$ cat src/rtl/softmax_drv_pkg.sv
// rtl/softmax_drv_pkg.sv - state encoding and sizing helpers for the softmax row driver
package softmax_drv_pkg;

  localparam int D_W_DEF     = 8;
  localparam int NUM_DEF     = 16;
  localparam int TIMEOUT_DEF = 64;

  function automatic int idx_w(input int num);
    return (num > 1) ? $clog2(num) : 1;
  endfunction

  localparam int IDX_W = idx_w(NUM_DEF);

  typedef enum logic [3:0] {
    S_LOAD  = 4'b0001,
    S_START = 4'b0010,
    S_RUN   = 4'b0100,
    S_DRAIN = 4'b1000
  } state_t;

endpackage

$ cat src/rtl/softmax_row_driver_if.sv
// rtl/softmax_row_driver_if.sv - score stream, engine handshake and weight stream of the softmax row driver
interface softmax_row_driver_if #(
  parameter int D_W = 8,
  parameter int NUM = 16
);

  logic                    in_vld;
  logic                    in_rdy;
  logic [D_W-1:0]          in_data;
  logic                    sm_start;
  logic [NUM-1:0][D_W-1:0] sm_data;
  logic                    sm_vld;
  logic [NUM-1:0][D_W-1:0] sm_result;
  logic                    out_vld;
  logic                    out_rdy;
  logic [D_W-1:0]          out_data;
  logic                    out_last;
  logic                    busy;
  logic                    err;

  modport master (
    input  in_vld, in_data, sm_vld, sm_result, out_rdy,
    output in_rdy, sm_start, sm_data, out_vld, out_data, out_last, busy, err
  );

  modport slave (
    output in_vld, in_data, sm_vld, sm_result, out_rdy,
    input  in_rdy, sm_start, sm_data, out_vld, out_data, out_last, busy, err
  );

endinterface

$ cat src/rtl/sm_row_pack.sv
// rtl/sm_row_pack.sv - serial-to-parallel row buffer with its own write index
module sm_row_pack
  import softmax_drv_pkg::*;
#(
  parameter int D_W = D_W_DEF,
  parameter int NUM = NUM_DEF,
  parameter int IW  = IDX_W
) (
  input  logic                    clk,
  input  logic                    rst_n,
  input  logic                    wr_en,
  input  logic [D_W-1:0]          wr_data,
  output logic [NUM-1:0][D_W-1:0] row,
  output logic                    wr_last
);

  logic [IW-1:0] idx;

  // NUM is a power of two, so the natural wrap of idx is the NUM-1 -> 0 wrap
  always_ff @(posedge clk) begin
    if (!rst_n) begin
      idx <= '0;
      row <= '0;
    end else if (wr_en) begin
      row[idx] <= wr_data;
      idx      <= idx + 1'b1;
    end
  end

  assign wr_last = (idx == IW'(NUM - 1));

endmodule

$ cat src/rtl/softmax_row_driver.sv
// rtl/softmax_row_driver.sv - packs a score row, runs the softmax engine, replays the result row
// Optional: SOFTMAX_DRV_TIMEOUT_EN adds an engine watchdog with a sticky err flag.
module softmax_row_driver
  import softmax_drv_pkg::*;
#(
  parameter int D_W     = D_W_DEF,
  parameter int NUM     = NUM_DEF,
  parameter int TIMEOUT = TIMEOUT_DEF
) (
  input logic                  clk,
  input logic                  rst_n,
  softmax_row_driver_if.master bus
);

  localparam int            IW       = idx_w(NUM);
  localparam logic [IW-1:0] LAST_IDX = IW'(NUM - 1);

  if (NUM < 2 || (NUM & (NUM - 1)) != 0 || TIMEOUT < 2) begin : g_param_check
    $error("softmax_row_driver: NUM must be a power of 2 >= 2 and TIMEOUT >= 2");
  end

  typedef logic [NUM-1:0][D_W-1:0] row_t;

  state_t         state, state_d;
  logic [IW-1:0]  idx, idx_d, idx_nxt;
  logic [1:0]     gap, gap_d;
  logic           in_rdy, in_rdy_d;
  logic           sm_start, sm_start_d;
  logic           out_vld, out_vld_d;
  logic           out_last, out_last_d;
  logic           busy, busy_d;
  logic           err, err_d;
  logic [D_W-1:0] out_data, out_data_d;
  row_t           res, res_d, row;
  logic           in_hs, out_hs, wr_last, timeout_hit;

  assign in_hs   = (state == S_LOAD) && in_rdy && bus.in_vld;
  assign out_hs  = (state == S_DRAIN) && out_vld && bus.out_rdy;
  assign idx_nxt = idx + 1'b1;

  sm_row_pack #(
    .D_W (D_W),
    .NUM (NUM),
    .IW  (IW)
  ) u_pack (
    .clk     (clk),
    .rst_n   (rst_n),
    .wr_en   (in_hs),
    .wr_data (bus.in_data),
    .row     (row),
    .wr_last (wr_last)
  );

`ifdef SOFTMAX_DRV_TIMEOUT_EN
  localparam int WD_W = $clog2(TIMEOUT) + 1;
  logic [WD_W-1:0] wdog;

  // Held at zero outside S_RUN, so it is already clear on the first S_RUN cycle
  always_ff @(posedge clk) begin
    if (!rst_n || state != S_RUN) wdog <= '0;
    else                          wdog <= wdog + 1'b1;
  end

  assign timeout_hit = (wdog == WD_W'(TIMEOUT - 1));
`else
  assign timeout_hit = 1'b0;
`endif

  always_comb begin
    state_d    = state;
    idx_d      = idx;
    gap_d      = (state != S_RUN && gap != 2'd2) ? gap + 2'd1 : gap;
    in_rdy_d   = in_rdy;
    sm_start_d = sm_start;
    out_vld_d  = out_vld;
    out_data_d = out_data;
    out_last_d = out_last;
    err_d      = err;
    res_d      = res;
    case (state)
      S_LOAD: begin
        if (in_hs && wr_last) begin
          in_rdy_d = 1'b0;
          state_d  = S_START;
        end
      end
      S_START: begin
        if (gap == 2'd2) begin
          sm_start_d = 1'b1;
          state_d    = S_RUN;
        end
      end
      S_RUN: begin
        // The engine drops its result the cycle after the pulse, so capture now
        if (bus.sm_vld) begin
          res_d      = bus.sm_result;
          out_data_d = bus.sm_result[0];
          out_vld_d  = 1'b1;
          out_last_d = 1'b0;
          sm_start_d = 1'b0;
          gap_d      = 2'd0;
          idx_d      = '0;
          state_d    = S_DRAIN;
        end else if (timeout_hit) begin
          res_d      = '0;
          out_data_d = '0;
          out_vld_d  = 1'b1;
          out_last_d = 1'b0;
          sm_start_d = 1'b0;
          gap_d      = 2'd0;
          err_d      = 1'b1;
          idx_d      = '0;
          state_d    = S_DRAIN;
        end
      end
      S_DRAIN: begin
        if (out_hs) begin
          if (idx == LAST_IDX) begin
            idx_d      = '0;
            out_vld_d  = 1'b0;
            out_last_d = 1'b0;
            out_data_d = '0;
            in_rdy_d   = 1'b1;
            state_d    = S_LOAD;
          end else begin
            idx_d      = idx_nxt;
            out_data_d = res[idx_nxt];
            out_last_d = (idx_nxt == LAST_IDX);
          end
        end
      end
      default: begin
        idx_d      = '0;
        in_rdy_d   = 1'b1;
        sm_start_d = 1'b0;
        out_vld_d  = 1'b0;
        out_last_d = 1'b0;
        state_d    = S_LOAD;
      end
    endcase
    busy_d = (state_d != S_LOAD);
  end

  always_ff @(posedge clk) begin
    if (!rst_n) begin
      state    <= S_LOAD;
      idx      <= '0;
      gap      <= 2'd0;
      in_rdy   <= 1'b1;
      sm_start <= 1'b0;
      out_vld  <= 1'b0;
      out_data <= '0;
      out_last <= 1'b0;
      busy     <= 1'b0;
      err      <= 1'b0;
      res      <= '0;
    end else begin
      state    <= state_d;
      idx      <= idx_d;
      gap      <= gap_d;
      in_rdy   <= in_rdy_d;
      sm_start <= sm_start_d;
      out_vld  <= out_vld_d;
      out_data <= out_data_d;
      out_last <= out_last_d;
      busy     <= busy_d;
      err      <= err_d;
      res      <= res_d;
    end
  end

  assign bus.in_rdy   = in_rdy;
  assign bus.sm_start = sm_start;
  assign bus.sm_data  = row;
  assign bus.out_vld  = out_vld;
  assign bus.out_data = out_data;
  assign bus.out_last = out_last;
  assign bus.busy     = busy;
  assign bus.err      = err;

endmodule

$ cat src/flat_wrapper.sv
// flat-port wrapper written by rule: the top's interface ports become plain ports
module softmax_row_driver_flat import softmax_drv_pkg::*;
#(
  parameter int D_W     = D_W_DEF,
  parameter int NUM     = NUM_DEF,
  parameter int TIMEOUT = TIMEOUT_DEF
)
  (clk, rst_n, bus_in_vld, bus_in_data, bus_sm_vld, bus_sm_result, bus_out_rdy, bus_in_rdy, bus_sm_start, bus_sm_data, bus_out_vld, bus_out_data, bus_out_last, bus_busy, bus_err);
  softmax_row_driver_if #(.D_W(D_W), .NUM(NUM)) bus_i ();
  input logic clk;
  input logic rst_n;
  input wire logic [$bits(bus_i.in_vld)-1:0] bus_in_vld;
  input wire logic [$bits(bus_i.in_data)-1:0] bus_in_data;
  input wire logic [$bits(bus_i.sm_vld)-1:0] bus_sm_vld;
  input wire logic [$bits(bus_i.sm_result)-1:0] bus_sm_result;
  input wire logic [$bits(bus_i.out_rdy)-1:0] bus_out_rdy;
  output wire logic [$bits(bus_i.in_rdy)-1:0] bus_in_rdy;
  output wire logic [$bits(bus_i.sm_start)-1:0] bus_sm_start;
  output wire logic [$bits(bus_i.sm_data)-1:0] bus_sm_data;
  output wire logic [$bits(bus_i.out_vld)-1:0] bus_out_vld;
  output wire logic [$bits(bus_i.out_data)-1:0] bus_out_data;
  output wire logic [$bits(bus_i.out_last)-1:0] bus_out_last;
  output wire logic [$bits(bus_i.busy)-1:0] bus_busy;
  output wire logic [$bits(bus_i.err)-1:0] bus_err;
  assign bus_i.in_vld = bus_in_vld;
  assign bus_i.in_data = bus_in_data;
  assign bus_i.sm_vld = bus_sm_vld;
  assign bus_i.sm_result = bus_sm_result;
  assign bus_i.out_rdy = bus_out_rdy;
  assign bus_in_rdy = bus_i.in_rdy;
  assign bus_sm_start = bus_i.sm_start;
  assign bus_sm_data = bus_i.sm_data;
  assign bus_out_vld = bus_i.out_vld;
  assign bus_out_data = bus_i.out_data;
  assign bus_out_last = bus_i.out_last;
  assign bus_busy = bus_i.busy;
  assign bus_err = bus_i.err;
  softmax_row_driver #(.D_W(D_W), .NUM(NUM), .TIMEOUT(TIMEOUT)) u_core (.clk(clk), .rst_n(rst_n), .bus(bus_i));
endmodule
$ cat config.mk
export PLATFORM = sky130hd
export DESIGN_NAME = softmax_row_driver_flat
export DESIGN_NICKNAME = d
export VERILOG_FILES = /design/src/rtl/softmax_drv_pkg.sv /design/src/rtl/softmax_row_driver_if.sv /design/src/rtl/sm_row_pack.sv /design/src/rtl/softmax_row_driver.sv /design/src/flat_wrapper.sv
export SDC_FILE = /design/constraint.sdc
export NUM_CORES = 1
export LEC_CHECK = 0
export ABC_AREA = 1
export CAP_MARGIN = 10
export CORE_AREA = 10 10 251 181
export CTS_CLUSTER_DIAMETER = 30
export DETAILED_ROUTE_END_ITERATION = 6
export DIE_AREA = 0 0 261 191
export SYNTH_ARGS = -nofsm -noshare
export SYNTH_HDL_FRONTEND = slang
export SYNTH_SLANG_ARGS = --single-unit
$ cat constraint.sdc
create_clock -name clk -period 2.9 [get_ports clk]
set_clock_uncertainty 0.2 [all_clocks]
set_input_delay 0.29 -clock clk [delete_from_list [all_inputs] [get_ports clk]]
set_output_delay 0.29 -clock clk [all_outputs]
set_load 0.01 [all_outputs]
Word level (Yosys, flattened, before mapping)
Index checks and enable logic that the tools add are counted.
{"block": "word_totals", "ramBits": 0, "reg_bits": 283, "latch_bits": 0, "memories": 0, "elab_cells": 120, "rom_bits": 0, "out_inout_bits": 142, "in_bits": 141}
{"block": "op_classes", "magnitude_cmp": 3, "n_addsub": 3, "mux": 36, "div": 0, "n_shift": 0, "bitwise_logic": 3, "n_reduce_logical": 17, "n_eq_ne": 16, "multipliers": 0}
{"cell": "128-bit bitwise mux", "count": 1}
{"cell": "8-bit two-way mux", "count": 5}
{"cell": "8-bit binary-select mux with 4-bit select", "count": 1}
{"cell": "8-bit demux with 4-bit select", "count": 1}
{"cell": "4-bit two-way mux", "count": 8}
{"cell": "4-bit equality test, second input constant", "count": 4}
{"cell": "4-bit case mux with 4 select lines", "count": 1}
{"cell": "8-bit case mux with 2 select lines", "count": 1}
{"cell": "1-bit case mux with 3 select lines", "count": 4}
{"cell": "4-bit case mux with 3 select lines", "count": 1}
{"cell": "4-bit by 5-bit < comparator with 1-bit output, second input constant", "count": 2}
{"cell": "1-bit two-way mux", "count": 10}
{"cell": "3-bit AND reduction", "count": 3}
{"cell": "4-bit by 1-bit adder with 4-bit output, second input constant", "count": 2}
{"cell": "2-bit != test, second input constant", "count": 4}
{"cell": "4-bit AND reduction", "count": 2}
{"cell": "1-bit logical AND", "count": 7}
{"cell": "2-bit two-way mux", "count": 3}
{"cell": "2-bit OR reduction", "count": 3}
{"cell": "4-bit by 1-bit equality test with 1-bit output, second input constant", "count": 1}
{"cell": "4-bit by 2-bit equality test with 1-bit output, second input constant", "count": 1}
{"cell": "4-bit by 3-bit equality test with 1-bit output, second input constant", "count": 1}
{"cell": "4-bit by 1-bit greater-or-equal comparator with 1-bit output, second input constant", "count": 1}
{"cell": "2-bit by 1-bit != test with 1-bit output, second input constant", "count": 2}
{"cell": "other kinds (7)", "count": 9}

Longest topological paths before layout
{"block": "logic_depth", "depth_word": 7, "mapped_depth": 13, "ltp_nobuf": 10}

By module
Synthesis repeated with hierarchy kept, for this count alone.
{"block": "unflattened", "cells_unflattened": 1741, "area_unflattened_um2": 11996.5}
{"module": "softmax_row_driver", "n_inst": 1, "area_each_um2": 6776.5, "seq_area_each_um2": 3022.9, "cells_per_inst": 986}
{"module": "sm_row_pack", "n_inst": 1, "area_each_um2": 5220.0, "seq_area_each_um2": 2642.5, "cells_per_inst": 755}

Worst setup path before layout
No wires, ideal clock.
{"block": "synth_path", "path_type": "flip-flop to flip-flop", "start": "reg u_core.idx[0]", "end": "reg u_core.out_data[0], in the netlist u_core.bus.out_data[0]", "arrival_ps": 2076, "setup_time_ps": 70, "path_buffers": 4, "path_slack_ps": 554, "required_ps": 2630, "stages_incl_launch_ff": 14, "period_less_slack_ps": 2346, "cell_sequence": "dfxtp_1 -> inv_1 -> clkbuf_1 -> buf_2 -> ha_1 -> clkbuf_1 -> inv_1 -> clkbuf_1 -> nand3_1 -> nand3_1 -> nand3_1 -> nand2_1 -> nand2_1 -> a21oi_1"}
{"block": "synth_between", "elab_chain_len": 6, "elab_cells_between_ends": 7, "classes_between": "add/sub: 1; eq/ne: 1; mux: 5"}
{"item": "start: declaration", "line": "softmax_row_driver.sv:25", "rtl": "logic [IW-1:0] idx, idx_d, idx_nxt;"}
{"item": "start signal: assignment", "line": "softmax_row_driver.sv:159", "rtl": "idx <= idx_d;"}
{"item": "4-bit by 1-bit adder with 4-bit output", "line": "softmax_row_driver.sv:39", "rtl": "assign idx_nxt = idx + 1'b1;"}
{"item": "8-bit binary-select mux with 4-bit select", "line": "softmax_row_driver.sv:127", "rtl": "out_data_d = res[idx_nxt];"}
{"item": "8-bit two-way mux (implied by the code)", "line": "softmax_row_driver.sv:127"}
{"item": "8-bit two-way mux *", "line": "softmax_row_driver.sv:118", "rtl": "if (idx == LAST_IDX) begin"}
{"item": "8-bit two-way mux *", "line": "softmax_row_driver.sv:117", "rtl": "if (out_hs) begin"}
{"item": "8-bit case mux with 2 select lines *", "line": "softmax_row_driver.sv:80", "rtl": "case (state)"}
{"item": "end signal: assignment", "line": "softmax_row_driver.sv:164", "rtl": "out_data <= out_data_d;"}
{"item": "end: declaration", "line": "softmax_row_driver.sv:33", "rtl": "logic [D_W-1:0] out_data, out_data_d;"}
Mark *: on every way between the ends. The rest lies on a longest branch, timed or not. The select of a mux whose other input is x is not followed.
A chain may end at the register's enable or synchronous reset.

Worst setup path after layout
{"block": "layout_path", "start": "reg u_core.idx[0]", "end": "reg u_core.out_data[6], in the netlist u_core.bus.out_data[6]"}
The elaborated chain is that of the path after synthesis.

==> results.ini <==
[timing]
setup-tns-final_ps = 0
max_clock_freq_mhz = 428.1
unrepaired_setup_endpoints_after_global_routing = no
timing_worst_slew_pin_value_ps = 960.1
report.final.setup_viol = 0
finalCritPeriodShare_pct = 80.54
final_hold_viol_count = 0
final-max-slew-violation-count = 0
min_period_ps = 2336
maxSlewHeadroom_pct = 35.68

[run_status]
outcome = finished clean

[detailed_routing]
wl_per_cell_um = 16.88
route.final.wire_length_um = 41730
dr.pass1.iters = 5
vias_per_cell = 4.586
antenna_violating_nets_post_route = 0
remaining_drc_errors = 0
num_vias = 11340
1st_iter_drt_viols = 775

[floorplanning]
core_um2 = 40570
placement_rows = 62
floorplan.die.width_um = 261
ios = 283
floorplan.die_area_um2 = 49850
die-height_um = 191
start_util_pct = 28.78

[clocking]
cts_htree_levels = 3
cts-buffers-inserted = 67
cts_root_buffer = sky130_fd_sc_hd__clkbuf_16
cts_hold_buffers = 0
tritoncts_num_sinks = 283
cts_repair_resize_count = 0
insertion_delay_ps = 550
cts_setup_buffers = 0
clkTransAtPathRegs_ps = 50
max-clock-path-buffers = 3
cts_tree = built

[logic_synthesis]
top_cells_by_area_in_the_synthesized_netlist = sky130_fd_sc_hd__dfxtp_1 (49%), sky130_fd_sc_hd__a21oi_1 (11%), sky130_fd_sc_hd__o21ai_0 (8.7%)
synth.distinct_cells = 30
synthesis.area_per_instance_um2 = 7.293
ys_dominant_reg_cell = sky130_fd_sc_hd__dfxtp_1
async_flop_share_pct = 0
syn-num-nets = 1749
synth_edf_count = 0
ys_seq_elements = 283
yosys_warnings = 0
seq_area_frac_synth_pct = 48.52
post-synth-top-count-cell = sky130_fd_sc_hd__dfxtp_1
synth_common_cells = sky130_fd_sc_hd__dfxtp_1 (283), sky130_fd_sc_hd__inv_1 (249), sky130_fd_sc_hd__a21oi_1 (245), sky130_fd_sc_hd__o21ai_0 (203), sky130_fd_sc_hd__nand2_1 (199)
netlist.area_leader.share_pct = 48.52
mappedNetlistArea_um2 = 11680
synth_largest_area_cell = sky130_fd_sc_hd__dfxtp_1
syn_inst = 1601

[global_routing]
via_count_of_the_first_global_routing_pass = 10980
grt_max_degree = 88
groute.usage.overall_pct = 16.25
initial_antenna_violation_count = 5
globalRoute.totalOverflow = 0
grt_first_pass_wirelength_um = 63680

[power]
power.density_nw_per_um2 = 714.5
power.ir.vdd_worst_v = 0.0003024
p_total_mw = 12.44
static-leakage-power_nw = 6.718

[finish]
syn_to_final_growth_pct = 49.11
layout.nets = 2023
final_layout_size_suffix_gt1_share_pct = 9.086

[setup_path]
crit_required_ps = 3130
worst-endpoint-arrival_ps = 2560
setup.worst_path.class = register to register
cp-end-kind = register
r2r_setup_slack_ps = 560
critical_path_peak_fanout = 16
cp-start-kind = register

[flow_run]
max_cap_viol_count = 0

[worst_hold_path]
hold_path_class = primary input to register

[placed_design]
dpl.hpwl_um = 29390
routabilityCongestion = 0.7921
place.port_buffers = 281

[sequential cells by signal, indices dropped and copies added (netlist names)]
signal	flops
u_core.u_pack.idx	4
u_core.res	128
u_core.bus.busy	1
u_core.gap	2
u_core.bus.out_last	1
u_core.u_pack.row	128
u_core.bus.sm_start	1
u_core.bus.out_data	8
u_core.idx	4
u_core.state	4
u_core.bus.in_rdy	1
u_core.bus.out_vld	1
[layer usage]
| metal | global-route usage (%) | wire length [µm] | vias up | share of wire, % |
|---|---|---|---|---|
| met5 | 0 | 12 | - | 0.029 |
| met4 | 5.456 | 846 | 2 | 2.0 |
| met3 | 3.821 | 2522 | 60 | 6.0 |
| met2 | 25.09 | 18890 | 298 | 45 |
| met1 | 21.92 | 19460 | 5247 | 47 |
| li1 | - | - | 5733 | - |
[layout make-up]
cell class                 instances  area (µm²)
multi-input combinational        957        4609
tap                              544       680.7
clock inverter                    33       483.0
fill                            4019       23160
sequential                       283        5667
inverter                         257       972.2
clock buffer                      87        1904
timing repair buffer             309        3087
antenna                            3       7.507
[worst max-delay path, cell delays in order (launching register included)]
cell and delay [ps]:
sky130_fd_sc_hd__dfxtp_2 330, sky130_fd_sc_hd__ha_1 270, sky130_fd_sc_hd__xnor2_2 760, sky130_fd_sc_hd__nand3_1 210
sky130_fd_sc_hd__nand3_1 210, sky130_fd_sc_hd__nand2_1 90, sky130_fd_sc_hd__nand2_1 70, sky130_fd_sc_hd__a21oi_1 70
[worst paths after layout]
kind                                      start                                  end  cells past startpoint
min                                       rst_n   u_core.u_pack.row[79]$_SDFFE_PN0P_                      3
max reg2reg          u_core.idx[0]$_SDFFE_PN0P_  u_core.bus.out_data[6]$_SDFFE_PN0P_                      7
min reg2reg  u_core.u_pack.row[71]$_SDFFE_PN0P_   u_core.u_pack.row[71]$_SDFFE_PN0P_                      2
max                  u_core.idx[0]$_SDFFE_PN0P_  u_core.bus.out_data[6]$_SDFFE_PN0P_                      7
[through the flow]
stage	instances	hold slack, ps	instance area (µm²)	util [%]	setup WS, ps
final	2473	39.03	17410	42.91	564.4
after CTS	2470	22.71	17400	42.89	547.3
after floorplan	1601	217.7	11680	-	553.8
after global routing	2473	50.14	17410	42.91	342.6
after global placement	2350	230.3	15020	37.01	563.7
after detailed placement	2350	233.6	15020	37.01	539.7
[placed cells by master (no fill, tap or decap), types with 4 or more instances in the layout]
master / count
sky130_fd_sc_hd__a21oi_1: 245
sky130_fd_sc_hd__buf_12: 5
sky130_fd_sc_hd__buf_4: 23
sky130_fd_sc_hd__bufinv_16: 10
sky130_fd_sc_hd__clkbuf_1: 7
sky130_fd_sc_hd__clkbuf_16: 69
sky130_fd_sc_hd__clkbuf_8: 11
sky130_fd_sc_hd__clkdlybuf4s50_1: 280
sky130_fd_sc_hd__clkinv_2: 5
sky130_fd_sc_hd__clkinvlp_4: 12
sky130_fd_sc_hd__dfxtp_1: 282
sky130_fd_sc_hd__ha_1: 7
sky130_fd_sc_hd__inv_1: 248
sky130_fd_sc_hd__inv_2: 6
sky130_fd_sc_hd__inv_6: 4
sky130_fd_sc_hd__nand2_1: 199
sky130_fd_sc_hd__nand2_2: 6
sky130_fd_sc_hd__nand3_1: 117
sky130_fd_sc_hd__nand4_1: 6
sky130_fd_sc_hd__nor2_1: 93
sky130_fd_sc_hd__nor2_2: 6
sky130_fd_sc_hd__nor2_4: 5
sky130_fd_sc_hd__o21ai_0: 203
sky130_fd_sc_hd__o21ai_1: 57
[cell families after synthesis]
group                      Yosys count  synth area share (%)
and+or+nand+nor                    437                 16.34
xor gates and xnor gates             5                0.5038
AOI/OAI and AO/OA                  507                 21.79
DFF                                283                 48.52
adders and majority gates            7                0.7501
buffers and inverters              361                 12.07
other                                1               0.03212
[where the power goes]
group	internal, mW	total [mW]	switching (mW)
registers	3.95	3.98	0.0283
logic	0.305	0.598	0.293
clock network	5.50	7.86	2.36
(Power assumes the default switching activity.)
